--- src/rtl/if_stage_if.sv ---
// Instruction-fetch stage bus: imem request/response, decode outputs and execute redirects.
// master = fetch stage, slave = the surrounding pipeline/memory.
interface if_stage_if;
    logic [31:0] o_pc;
    logic [31:0] o_instr;
    logic [31:0] i_inst;
    logic        i_imem_ack;
    logic        o_imem_stb;
    logic [31:0] o_iaddr;
    logic [31:0] i_imm;
    logic [31:0] i_result;
    logic        i_boj;
    logic        i_jalr;

    modport master (
        output o_pc,
        output o_instr,
        output o_imem_stb,
        output o_iaddr,
        input  i_inst,
        input  i_imem_ack,
        input  i_imm,
        input  i_result,
        input  i_boj,
        input  i_jalr
    );

    modport slave (
        input  o_pc,
        input  o_instr,
        input  o_imem_stb,
        input  o_iaddr,
        output i_inst,
        output i_imem_ack,
        output i_imm,
        output i_result,
        output i_boj,
        output i_jalr
    );
endinterface

--- src/rtl/if_stage.sv ---
// SWIS-V instruction-fetch stage: owns the PC, issues imem fetches and hands
// {pc, instr} to decode, redirecting on branch/JAL and JALR from execute.
module if_stage #(
    parameter logic [31:0] RESET_PC  = 32'h0000_0000,
    parameter logic [31:0] NOP_INSTR = 32'h0000_0013
) (
    input  logic         clk,
    input  logic         rst_n,
    if_stage_if.master   bus
);

    logic [31:0] pc_q;
    logic [31:0] pc_d;
    logic [31:0] dec_pc_q;
    logic [31:0] dec_pc_d;
    logic [31:0] dec_instr_q;
    logic [31:0] dec_instr_d;
    logic        stb_q;

    logic        redirect;
    logic        fetch_fire;
    logic [31:0] jalr_target;
    logic [31:0] boj_target;

    assign redirect    = bus.i_jalr | bus.i_boj;
    assign fetch_fire  = stb_q & bus.i_imem_ack;
    assign jalr_target = bus.i_result & 32'hFFFF_FFFE;
    // Branch/JAL offsets are relative to the instruction in decode, not the fetch PC.
    assign boj_target  = dec_pc_q + bus.i_imm;

    always_comb begin
        pc_d = pc_q;
        if (bus.i_jalr) begin
            pc_d = jalr_target;
        end else if (bus.i_boj) begin
            pc_d = boj_target;
        end else if (fetch_fire) begin
            pc_d = pc_q + 32'd4;
        end
    end

    always_comb begin
        dec_pc_d    = dec_pc_q;
        dec_instr_d = NOP_INSTR;
        // A redirect squashes whatever the memory returns this cycle.
        if (!redirect && fetch_fire) begin
            dec_pc_d    = pc_q;
            dec_instr_d = bus.i_inst;
        end
    end

    always_ff @(posedge clk or posedge rst_n) begin
        if (rst_n) begin
            pc_q        <= RESET_PC;
            dec_pc_q    <= RESET_PC;
            dec_instr_q <= NOP_INSTR;
            stb_q       <= 1'b0;
        end else begin
            pc_q        <= pc_d;
            dec_pc_q    <= dec_pc_d;
            dec_instr_q <= dec_instr_d;
            stb_q       <= 1'b1;
        end
    end

    assign bus.o_iaddr    = pc_q;
    assign bus.o_pc       = dec_pc_q;
    assign bus.o_instr    = dec_instr_q;
    assign bus.o_imem_stb = stb_q;

endmodule

--- src/flat_wrapper.sv ---
// flat-port wrapper written by rule: the top's interface ports become plain ports
module if_stage_flat 
#(
    parameter logic [31:0] RESET_PC  = 32'h0000_0000,
    parameter logic [31:0] NOP_INSTR = 32'h0000_0013
)
  (clk, rst_n, bus_o_pc, bus_o_instr, bus_o_imem_stb, bus_o_iaddr, bus_i_inst, bus_i_imem_ack, bus_i_imm, bus_i_result, bus_i_boj, bus_i_jalr);
  if_stage_if bus_i ();
  input  logic clk;
  input  logic rst_n;
  output wire logic [$bits(bus_i.o_pc)-1:0] bus_o_pc;
  output wire logic [$bits(bus_i.o_instr)-1:0] bus_o_instr;
  output wire logic [$bits(bus_i.o_imem_stb)-1:0] bus_o_imem_stb;
  output wire logic [$bits(bus_i.o_iaddr)-1:0] bus_o_iaddr;
  input wire logic [$bits(bus_i.i_inst)-1:0] bus_i_inst;
  input wire logic [$bits(bus_i.i_imem_ack)-1:0] bus_i_imem_ack;
  input wire logic [$bits(bus_i.i_imm)-1:0] bus_i_imm;
  input wire logic [$bits(bus_i.i_result)-1:0] bus_i_result;
  input wire logic [$bits(bus_i.i_boj)-1:0] bus_i_boj;
  input wire logic [$bits(bus_i.i_jalr)-1:0] bus_i_jalr;
  assign bus_o_pc = bus_i.o_pc;
  assign bus_o_instr = bus_i.o_instr;
  assign bus_o_imem_stb = bus_i.o_imem_stb;
  assign bus_o_iaddr = bus_i.o_iaddr;
  assign bus_i.i_inst = bus_i_inst;
  assign bus_i.i_imem_ack = bus_i_imem_ack;
  assign bus_i.i_imm = bus_i_imm;
  assign bus_i.i_result = bus_i_result;
  assign bus_i.i_boj = bus_i_boj;
  assign bus_i.i_jalr = bus_i_jalr;
  if_stage #(.RESET_PC(RESET_PC), .NOP_INSTR(NOP_INSTR)) u_core (.clk(clk), .rst_n(rst_n), .bus(bus_i));
endmodule
--- config.mk ---
export PLATFORM = sky130hd
export DESIGN_NAME = if_stage_flat
export DESIGN_NICKNAME = d
export VERILOG_FILES = /design/src/rtl/if_stage_if.sv /design/src/rtl/if_stage.sv /design/src/flat_wrapper.sv
export SDC_FILE = /design/constraint.sdc
export NUM_CORES = 1
export LEC_CHECK = 0
export ABC_AREA = 1
export BUFFER_PORTS_ARGS = -buffer_cell sky130_fd_sc_hd__buf_2
export CORE_MARGIN = 3
export CORE_UTILIZATION = 25
export DETAILED_ROUTE_END_ITERATION = 10
export SLEW_MARGIN = 30
export SYNTH_ARGS = -nofsm -noshare
export SYNTH_HDL_FRONTEND = slang
export SYNTH_SLANG_ARGS = --single-unit
export TNS_END_PERCENT = 1
--- constraint.sdc ---
create_clock -name clk -period 9.15 [get_ports clk]
set_input_delay 1.83 -clock clk [delete_from_list [all_inputs] [get_ports clk]]
set_output_delay 1.83 -clock clk [all_outputs]
set_load 0.02 [all_outputs]
# Yosys cells after proc, flatten, opt, wreduce, memory -nomap -nowiden
# Cells that the tools add are included.
totals:
  output_inout_bits: 97
  register_bits: 97
  elab_cells: 15
  in_bits: 101
classes:
  n_mux: 4
  add_sub_neg: 2
  n_bitwise: 2
  reduce_logical: 3
ops:
  columns: ["operator", "n"]
  rows:
  - ["2-to-1 mux 32 bit", 4]
  - ["adder 32 x 3 -> 32 bit, second input constant", 1]
  - ["adder 32 bit", 1]
  - ["nonzero test 3 bit", 1]
  - ["bitwise AND 1 bit", 1]
  - ["logical AND 1 bit", 1]
  - ["logical NOT 1 bit", 1]
  - ["bitwise OR 1 bit", 1]

# Logic depth before layout (Yosys ltp)
# Gate-level depths: netlist of run 1.
depth:
  ltp_word: 4
  depth_mapped: 17
  mapped_depth_nobuf: 17

# Worst setup path after synthesis of run 1
# No wires, ideal clock.
synth_path:
  kind: "input -> register"
  start: "in bus_i_imm[0]"
  end: "reg u_core.pc_q[28], in the netlist u_core.bus.o_iaddr[28]"
  path_buffers: 0
  setup_time_ps: 117
  cell_stages: 17
  t_required_ps: 9033
  t_arrival_ps: 3304
  setup_slack_ps: 5730
  cell_sequence: "ha_1 > inv_1 > fa_1 > inv_1 > nand3_1 > nand3_1 > nand2_1 > nand2_1 > nand2_1 > nand2_1 > nand2_1 > nand2_1 > nand2_1 > nand3_1 > nand2_1 > nand2_1 > nand2_1"
synth_between:
  elab_chain_len: 3
synth_rtl:
  columns: ["item", "line", "text"]
  rows:
  - ["start: declaration", "flat_wrapper.sv:17", "input wire logic [$bits(bus_i.i_imm)-1:0] bus_i_imm;"]
  - ["adder 32 bit", "if_stage.sv:29", "assign boj_target = dec_pc_q + bus.i_imm;"]
  - ["2-to-1 mux 32 bit", "if_stage.sv:35", "end else if (bus.i_boj) begin"]
  - ["2-to-1 mux 32 bit", "if_stage.sv:33", "if (bus.i_jalr) begin"]
  - ["end signal: assignment", "if_stage.sv:59", "pc_q <= pc_d;"]
  - ["end: declaration", "if_stage.sv:12", "logic [31:0] pc_q;"]
# Every way passes these cells.
# A chain may end at the register's enable or synchronous reset.

# Final worst setup path of run 1
layout_path:
  start: "in bus_i_boj"
  end: "reg u_core.pc_q[8], in the netlist u_core.bus.o_iaddr[8]"
layout_between:
  elab_chain_len: 2
  elab_cells_between_ends: 3
  classes_between: "mux: 2; reduce/logical: 1"
layout_rtl:
  columns: ["item", "line", "text"]
  rows:
  - ["start: declaration", "flat_wrapper.sv:19", "input wire logic [$bits(bus_i.i_boj)-1:0] bus_i_boj;"]
  - ["2-to-1 mux 32 bit", "if_stage.sv:35", null]
  - ["2-to-1 mux 32 bit", "if_stage.sv:33", null]
# Parallel ways exist; a longest one is shown, timed or not.

==> impl_metrics.toml, run 1 <==
[outcome]
status = "finished clean"

[global_route]
track_usage = 0.159
grt_pass1_vias = 7051
grt_overflow = 0
grt_max_degree = 64
grt_antenna_before_repair = 3
grt_pass1_wl_mm = 38.2

[sta]
tns_ns = 0
post-route-period-util = 0.428
max_freq_mhz = 255
slew_violations = 0
slew_headroom = 0.390
final-setup-viol-count = 0
period_needed_ns = 3.92
clock_skew_ns = 0.0210
rsz0062_at_grt = "false"
holdWs_ns = 0.504
final_hold_viol_count = 0
tightest_slew_ns = 0.910

[place]
io_buffers = 196
place_congestion = 0.920
hpwl_mm = 19.8

[logic_synthesis]
ys.flop_type = "dfrtp_1"
synth-seq-area-share = 0.342
synth_cell_types = 50
ys_ff_latch = 97
yosysWarnings = 0
synth.largest_area_cell = "dfrtp_1"
netlist_instances = 1092
synth-edff-count = 0
syn_area_per_cell_sq_um = 6.51
async_reset_ff_frac = 1.00
yosys-top-cells-area = "dfrtp_1, nand2_1, inv_1"
synth.net_count = 1226
syn_area_sq_mm = 0.00711
synth.top_cell.area_share = 0.331

[layout]
final_common_cell = "nand2_1"
nets = 1409
nFillCells = 3155
areaGrowthSynthToFinish_pct = 23.1
layout-drive-gt1-share = 0.202
diodes = 0
fin_util = 0.313
final_cell_mix = "nand2_1, buf_2, inv_1"

[floorplanning]
initial_core_util = 0.255
io_pins = 198
die_h_um = 175
die-width_um = 175
num_rows = 61
dieArea_sq_mm = 0.0305
core-area_sq_mm = 0.0279

[pwr]
pwr-share-seq = 0.334
power_density_mw_per_mm2 = 192
clock_power_share = 0.229
power_mw = 1.68
switchingPower_mw = 0.752
max-vdd-ir-drop_mv = 0.0723
pwr-share-comb = 0.437
leakage_nw = 5.07
power.internal_mw = 0.931
swShare = 0.447

[route]
vias_per_cell = 4.42
wl_met3_mm = 1.66
routedWlPerCell_um = 14.8
dr.max_layer_used = "met5"
vias = 7331
ant_nets = 0
drt_pass1_iterations = 7
met1_length_mm = 11.0
drt-total-wl_mm = 24.5
post-route-drc-count = 0
met2_length_mm = 11.1
drt_iter0_drc = 391

[min_path]
holdPathStages = 2
hold_class = "reg -> reg"

[clock_network]
clk_latency_ns = 0.36
cts_hold_buf = 0
clk_path_buf_depth = 2
post-cts-setup-buffer-count = 0
clock_sinks = 97
cts_buffers = 9
clk_pin_slew_ns = 0.08
cts_resized = 0
root_buffer = "clkbuf_16"
cts_htree_levels = 3
cts_tree = "yes"

[setup_path]
end_kind = "flip-flop"
critPathMaxStageDelay_ns = 0.96
crit_required_ns = 9.41
crit_chain = "buf_2, clkinv_1, a21oi_1, o21ai_0, a31o_2, o21ai_0"
worstRegToRegCells = 17
crit_top_cell = "o21ai_0"
path_class = "in -> reg"
worstPathArrival_ns = 4.17
cp-start-kind = "input pin"
critPathMaxFanout = 36
slowest_stage = "clkinv_1"

[job]
max-cap-violations = 0
[metrics by stage]
step | std cells | setup slack (ns) | instance area (sq um)
global placement | 1642 | 4.86 | 8460
detailed placement | 1642 | 4.88 | 8460
CTS | 1658 | 5.27 | 8750
global route | 1658 | 4.94 | 8750
finish | 1658 | 5.23 | 8750
floorplan | 1092 | 4.79 | 7110
[registers in the layout, summed over array words and instances, names as in the netlist]
| register | count |
|---|---|
| u_core.bus.o_instr | 32 |
| u_core.bus.o_iaddr | 32 |
| u_core.bus.o_pc | 32 |
| u_core.bus.o_imem_stb | 1 |
[cells by family after synthesis]
family / after synthesis / synth area share
AO/OA/AOI/OAI: 146 / 0.111
XOR/XNOR: 12 / 0.0148
adder cells (fa/ha/maj): 33 / 0.0591
buffers and inverters: 207 / 0.115
flip-flops: 97 / 0.342
other: 1 / 0.000527
AND/OR/NAND/NOR: 596 / 0.358
[path summary, 6_finish.rpt]
path | slack [ns] | from | end
setup reg to reg | 6.64 | u_core.bus.o_pc[0] | u_core.bus.o_iaddr[28]
min in group asynchronous | 1.48 | rst_n | u_core.bus.o_pc[1]
max in group asynchronous | 6.44 | rst_n | u_core.bus.o_iaddr[25]
setup / recovery | 5.23 | bus_i_boj | u_core.bus.o_iaddr[8]
hold / removal | 0.50 | u_core.bus.o_iaddr[1] | u_core.bus.o_pc[1]
hold reg to reg | 0.50 | u_core.bus.o_iaddr[1] | u_core.bus.o_pc[1]
[Yosys cell counts, types with 2 or more instances]
| cell | number |
|---|---|
| nor2_8 | 2 |
| inv_1 | 168 |
| o22ai_1 | 4 |
| or2_1 | 2 |
| buf_6 | 2 |
| nand2_1 | 360 |
| nand4_1 | 6 |
| nand2_4 | 2 |
| a31oi_1 | 5 |
| nor3_4 | 2 |
| nor2_4 | 4 |
| nor2_2 | 3 |
| o211ai_1 | 3 |
| nand3_1 | 53 |
| buf_2 | 8 |
| or2_2 | 2 |
| nand3b_1 | 5 |
| nand4_2 | 3 |
| nor3_2 | 2 |
| clkbuf_1 | 13 |
| o21bai_1 | 6 |
| o21ai_2 | 2 |
| o21ai_1 | 19 |
| xnor2_1 | 4 |
| nor3_1 | 16 |
| xor2_1 | 8 |
| a21oi_1 | 49 |
| ha_1 | 32 |
| nor2_1 | 127 |
| buf_1 | 2 |
| dfstp_2 | 3 |
| o21ai_0 | 52 |
| inv_2 | 10 |
| dfrtp_1 | 94 |
| nand2_2 | 4 |
[final cells by class]
class                   instances  area (sq um)  share of cell area
clock inverters                 5          45.0             0.00515
flip-flops and latches         97          2430               0.278
well taps                     378           473              0.0540
inverters                     179           674              0.0770
clock buffers                  11           253              0.0289
multi-input cells             788          3870               0.442
repair buffers                200          1010               0.115
[routing by layer]
layer  vias to the layer above  GRT usage
met1                      3289      0.205
li1                       3779          -
met3                        39     0.0424
met4                         6     0.0565
met2                       218      0.257
met5                         -          0
[power groups by stage]
stage / Sequential, mW / Clock, mW / Combinational (mW)
final: 0.563 / 0.386 / 0.735
after global routing: 0.573 / 0.414 / 0.831
after CTS: 0.562 / 0.397 / 0.739
after detailed placement: 0.570 / 0 / 0.735
after global placement: 0.569 / 0 / 0.729
after floorplan: 0.622 / 0 / 0.432
[critical path: cells and delay by family]
family	cells	cell delay, ns
compound gates	4	0.78
buf+inv	2	1.55
No activity file was read; power rests on OpenSTA's default activity.
==> run 2, diff against run 1 <==
--- a/config.mk
+++ b/config.mk
@@ -5,7 +5,7 @@
 export SDC_FILE = /design/constraint.sdc
 export NUM_CORES = 1
 export LEC_CHECK = 0
-export ABC_AREA = 1
+export ABC_AREA = 0
 export BUFFER_PORTS_ARGS = -buffer_cell sky130_fd_sc_hd__buf_2
 export CORE_MARGIN = 3
 export CORE_UTILIZATION = 25
==> constraint.sdc (replaced) <==
create_clock -name clk -period 3.5 [get_ports clk]
set_input_delay 0.7 -clock clk [delete_from_list [all_inputs] [get_ports clk]]
set_output_delay 0.7 -clock clk [all_outputs]
set_load 0.02 [all_outputs]
==> run 2 against run 1 <==
Net effect: combinational power grew to 3.2 times the previous value; utilization up 1.4 points; critical path depth grew 8; synthesized area fell by 14%; clock-buffer cell count shrank 1; sequential power increased to 2.8 times the previous value; final cell count shrank 30%; worst hold slack lost 0.099 ns; worst setup slack got worse by 4.7 ns; critical endpoint is now u_core.bus.o_iaddr[30].
==> impl_metrics.toml, run 2 <==
[clock_network]
root_buffer = "clkbuf_16"
cts_resized = 0
cts_tree = "yes"
post-cts-setup-buffer-count = 0
clk_latency_ns = 0.35
clk_pin_slew_ns = 0.08
cts_buffers = 9
clock_sinks = 97
cts_hold_buf = 0
clk_path_buf_depth = 2
cts_htree_levels = 3

[job]
max-cap-violations = 0

[global_route]
grt_pass1_vias = 5675
grt_pass1_wl_mm = 31.9
grt_overflow = 0
track_usage = 0.155
grt_antenna_before_repair = 3
grt_max_degree = 55

[logic_synthesis]
synthTopCellsByCount = "dfrtp_1, a21oi_1, nand2_1"
synth.most_common_cell = "dfrtp_1"
yosysWarnings = 0
synth-edff-count = 0
ys.flop_type = "dfrtp_1"
synth.net_count = 782
ys_ff_latch = 97
yosys-top-cells-area = "dfrtp_1, ha_1, mux2_2"
syn_area_sq_mm = 0.00614
synth_cell_types = 69
synth-seq-area-share = 0.396
syn_area_per_cell_sq_um = 9.48
synth.top_cell.area_share = 0.383
netlist_instances = 648
synth.largest_area_cell = "dfrtp_1"
async_reset_ff_frac = 1.00

[route]
ant_nets = 0
vias = 5561
post-route-drc-count = 0
drt_pass1_iterations = 4
vias_per_cell = 4.79
drt_iter0_drc = 283
routedWlPerCell_um = 17.5
drt-total-wl_mm = 20.3

[pwr]
leakage_nw = 3.85
power_density_mw_per_mm2 = 635
max-vdd-ir-drop_mv = 0.234

[sta]
tightest_slew_ns = 0.660
final_hold_viol_count = 0
post-route-period-util = 0.861
rsz0062_at_grt = "false"
final-setup-viol-count = 0
slew_headroom = 0.559
slew_violations = 0
tns_ns = 0
period_needed_ns = 3.02
holdWs_ns = 0.405
max_freq_mhz = 332
clock_skew_ns = 0.00900

[min_path]
hold_class = "in -> async"

[layout]
final_common_cell = "buf_2"
nets = 971
layout-drive-gt1-share = 0.346
final_cell_mix = "buf_2, dfrtp_1, a21oi_1"
regArea_sq_mm = 0.00243
nFillCells = 2548
areaGrowthSynthToFinish_pct = 26.9
multiInputGateArea_sq_mm = 0.00351

[place]
place_congestion = 0.841
hpwl_mm = 15.8
io_buffers = 196

[setup_path]
end_kind = "flip-flop"
critPathMaxFanout = 4
path_class = "in -> reg"
worstPathArrival_ns = 3.29
reg2reg_from = "u_core.bus.o_pc[0]"
crit_required_ns = 3.78
cp-start-kind = "input pin"
critPathLaunch = "bus_i_imm[0]"

[floorplanning]
core-area_sq_mm = 0.0238
die-width_um = 163
die_h_um = 163
initial_core_util = 0.258
io_pins = 198
dieArea_sq_mm = 0.0265
num_rows = 56

[outcome]
status = "finished clean"
## run 2: kinds of logic (layout without fill, tap and decap cells)
group / Yosys count / count (layout) / synth area share
flip-flops: 97 / 97 / 0.396
AO/OA/AOI/OAI: 172 / 172 / 0.178
XOR/XNOR: 49 / 49 / 0.0698
multiplexers: 40 / 40 / 0.0717
adder cells (fa/ha/maj): 33 / 33 / 0.0684
buffers and inverters: 49 / 243 / 0.0338
AND/OR/NAND/NOR: 207 / 207 / 0.182
other: 1 / 2 / 0.000610
## run 2: critical path, cell delays in order
cell and delay [ns]:
buf_2 0.08, ha_1 0.18, inv_1 0.06, fa_1 0.37, nand2b_1 0.17, a21oi_1 0.25
o211ai_1 0.22, a21oi_1 0.17, buf_4 0.15, a21oi_2 0.09, o31ai_1 0.37, mux2i_1 0.24
o22ai_1 0.12, a21oi_1 0.12
## run 2: path summary, 6_finish.rpt
path / end / slack, ns / depth (start not counted)
min in group clk: u_core.bus.o_instr[1] / 0.54 / 2
min: u_core.bus.o_instr[3] / 0.40 / 2
min reg2reg: u_core.bus.o_pc[9] / 0.54 / 1
max in group asynchronous: u_core.bus.o_instr[1] / 2.36 / 3
max reg2reg: u_core.bus.o_iaddr[30] / 0.52 / 13
max: u_core.bus.o_iaddr[30] / 0.48 / 14
## run 2: area by class of cell
cell class | count | share of cell area
multi-input combinational | 502 | 0.451
sequential | 97 | 0.312
timing repair buffer | 211 | 0.142
tap | 319 | 0.0512
clock buffer | 10 | 0.0294
inverter | 16 | 0.00802
clock inverter | 6 | 0.00706
antenna | 1 | 0.000321
## run 2: through the flow
| step | utilization | power (mW) | cells | area (sq um) | setup WS, ns |
|---|---|---|---|---|---|
| floorplan | - | 3.26 | 648 | 6140 | 0.271 |
| global placement | 0.315 | 3.96 | 1145 | 7510 | 0.155 |
| detailed placement | 0.315 | 3.98 | 1145 | 7510 | 0.146 |
| CTS | 0.327 | 5.00 | 1161 | 7800 | 0.503 |
| global route | 0.327 | 5.32 | 1161 | 7800 | 0.259 |
| finish | 0.327 | 4.95 | 1162 | 7800 | 0.485 |
## run 2: layer usage
layer  vias up  global-route usage  part of all wire
met1      2629               0.206              0.45
met4         4              0.0411             0.015
met2       174               0.246              0.46
li1       2732                   -                 -
met5         -                   0            0.0013
met3        22              0.0453             0.073
## run 2: power by group
group | switching (mW) | internal (mW)
sequential | 0.255 | 1.34
combinational | 1.36 | 1.00
clock | 0.496 | 0.499
==> run 3, diff against run 2 <==
--- a/config.mk
+++ b/config.mk
@@ -7,9 +7,12 @@
 export LEC_CHECK = 0
 export ABC_AREA = 0
 export BUFFER_PORTS_ARGS = -buffer_cell sky130_fd_sc_hd__buf_2
+export CELL_PAD_IN_SITES_DETAIL_PLACEMENT = 1
+export CELL_PAD_IN_SITES_GLOBAL_PLACEMENT = 1
 export CORE_MARGIN = 3
 export CORE_UTILIZATION = 25
 export DETAILED_ROUTE_END_ITERATION = 10
+export PLACE_DENSITY_LB_ADDON = 0.1
 export SLEW_MARGIN = 30
 export SYNTH_ARGS = -nofsm -noshare
 export SYNTH_HDL_FRONTEND = slang
==> run 3 against run 2 <==
Net effect: clock-buffer cell count is 1 lower; combinational power is 3% higher; clock skew is 0.0038 ns higher; final area rose by 0.19%; worst hold slack gained 0.031 ns; via count is 1.5% higher; flip-flop and latch count unchanged.
==> impl_metrics.toml, run 3 (same netlist as run 2, synthesis figures left out) <==
[floorplanning]
dieArea_sq_mm = 0.0265
initial_core_util = 0.258
core-area_sq_mm = 0.0238
die-width_um = 163
die_h_um = 163
num_rows = 56
io_pins = 198

[sta]
clock_skew_ns = 0.0128
final-setup-viol-count = 0
max_freq_mhz = 332
tns_ns = 0
final_hold_viol_count = 0
period_needed_ns = 3.01
slew_headroom = 0.522
slew_violations = 0
rsz0062_at_grt = "false"
post-route-period-util = 0.861
holdWs_ns = 0.436
tightest_slew_ns = 0.717

[setup_path]
worstRegToRegCells = 12
critPathMaxFanout = 4
crit_top_cell = "a21oi_1"
crit_family = "compound AO/OA/AOI/OAI gates"
path_class = "in -> reg"
reg2reg_to = "u_core.bus.o_iaddr[30]"
cp-start-kind = "input pin"
crit_required_ns = 3.79
end_kind = "flip-flop"
critPathBufInv = 2
critPathMaxStageDelay_ns = 0.42
worstPathArrival_ns = 3.30
critPathLaunch = "bus_i_imm[0]"
rrSetupSlack_ns = 0.51
crit_chain = "buf_2, ha_1, inv_1, fa_1, nand2b_1, a21oi_1, o211ai_1, a21oi_1, a21oi_2, o31ai_1, mux2i_1, o22ai_1, a21oi_1"
reg2reg_from = "u_core.bus.o_pc[0]"
slowest_stage = "o31ai_1"

[route]
drt-total-wl_mm = 22.5
vias = 5646
post-route-drc-count = 0
drt_iter0_drc = 221
drt_pass1_iterations = 5
ant_nets = 0
routedWlPerCell_um = 19.4
vias_per_cell = 4.86

[layout]
nFillCells = 2824
nets = 969
fin_cells = 1161
final_common_cell = "buf_2"
layout-drive-gt1-share = 0.345
regArea_sq_mm = 0.00243
final_cell_mix = "buf_2, dfrtp_1, a21oi_1"
areaGrowthSynthToFinish_pct = 27.2
multiInputGateArea_sq_mm = 0.00351

[min_path]
hold_class = "in -> async"

[place]
hpwl_mm = 17.4
place_congestion = 0.807
dp.cells = 1143
io_buffers = 196

[global_route]
grt_pass1_vias = 6183
grt_antenna_before_repair = 3
grt_overflow = 0
grt_pass1_wl_mm = 35.4
grt_max_degree = 98
track_usage = 0.171

[clock_network]
clk_path_buf_depth = 2
clk_pin_slew_ns = 0.08
clk_latency_ns = 0.36
cts_tree = "yes"
cts_buffers = 9
cts_htree_levels = 3
root_buffer = "clkbuf_16"
clock_sinks = 97
cts_hold_buf = 0
post-cts-setup-buffer-count = 0
cts_resized = 0

[pwr]
power_density_mw_per_mm2 = 649
leakage_nw = 3.85
max-vdd-ir-drop_mv = 0.189

[outcome]
status = "finished clean"

[job]
max-cap-violations = 0
-- run 3: worst max-delay path by stage --
stage	end	slack, ns	depth (start not counted)
2_1_floorplan	u_core.bus.o_iaddr[0]	0.27	1
3_3_place_gp	u_core.bus.o_iaddr[30]	0.08	13
3_5_place_dp	u_core.bus.o_iaddr[30]	0.08	13
4_1_cts	u_core.bus.o_iaddr[30]	0.44	13
5_1_grt	u_core.bus.o_iaddr[30]	0.24	12
6_report	u_core.bus.o_iaddr[30]	0.49	13
-- run 3: per-layer routing --
layer | vias to the layer above | part of all wire | track usage | wire (um)
met5 | - | 0.0010 | 0 | 23
met2 | 155 | 0.47 | 0.283 | 10600
met3 | 24 | 0.064 | 0.0478 | 1440
li1 | 2722 | - | - | -
met4 | 4 | 0.015 | 0.0473 | 327
met1 | 2741 | 0.45 | 0.219 | 10200
-- run 3: where the power goes --
part,internal (mW),switching (mW)
sequential,1.34,0.253
combinational,1.00,1.42
clock,0.561,0.500
-- run 3: cell type report --
type,count,area share
multi-input cells,502,0.450
flip-flops and latches,97,0.311
repair buffers,209,0.141
well taps,319,0.0511
clock buffers,9,0.0288
clock inverters,7,0.00945
inverters,16,0.00801
diodes,2,0.000641
-- run 3: per-stage QoR --
stage	utilization	area [sq um]	worst slack, ns	power [mW]
global route	0.328	7810	0.241	5.46
CTS	0.328	7810	0.440	5.14
global placement	0.315	7510	0.0762	4.02
floorplan	-	6140	0.271	3.26
finish	0.328	7810	0.485	5.07
detailed placement	0.315	7510	0.0767	4.05
-- run 3: worst register-to-register path, cell delays in order, from the launching register on --
cell	delay, ns
dfrtp_1	0.39
ha_1	0.18
inv_1	0.05
fa_1	0.38
nand2b_1	0.20
a21oi_1	0.22
o211ai_1	0.18
a21oi_1	0.28
a21oi_2	0.15
o31ai_1	0.42
mux2i_1	0.23
o22ai_1	0.10
a21oi_1	0.13
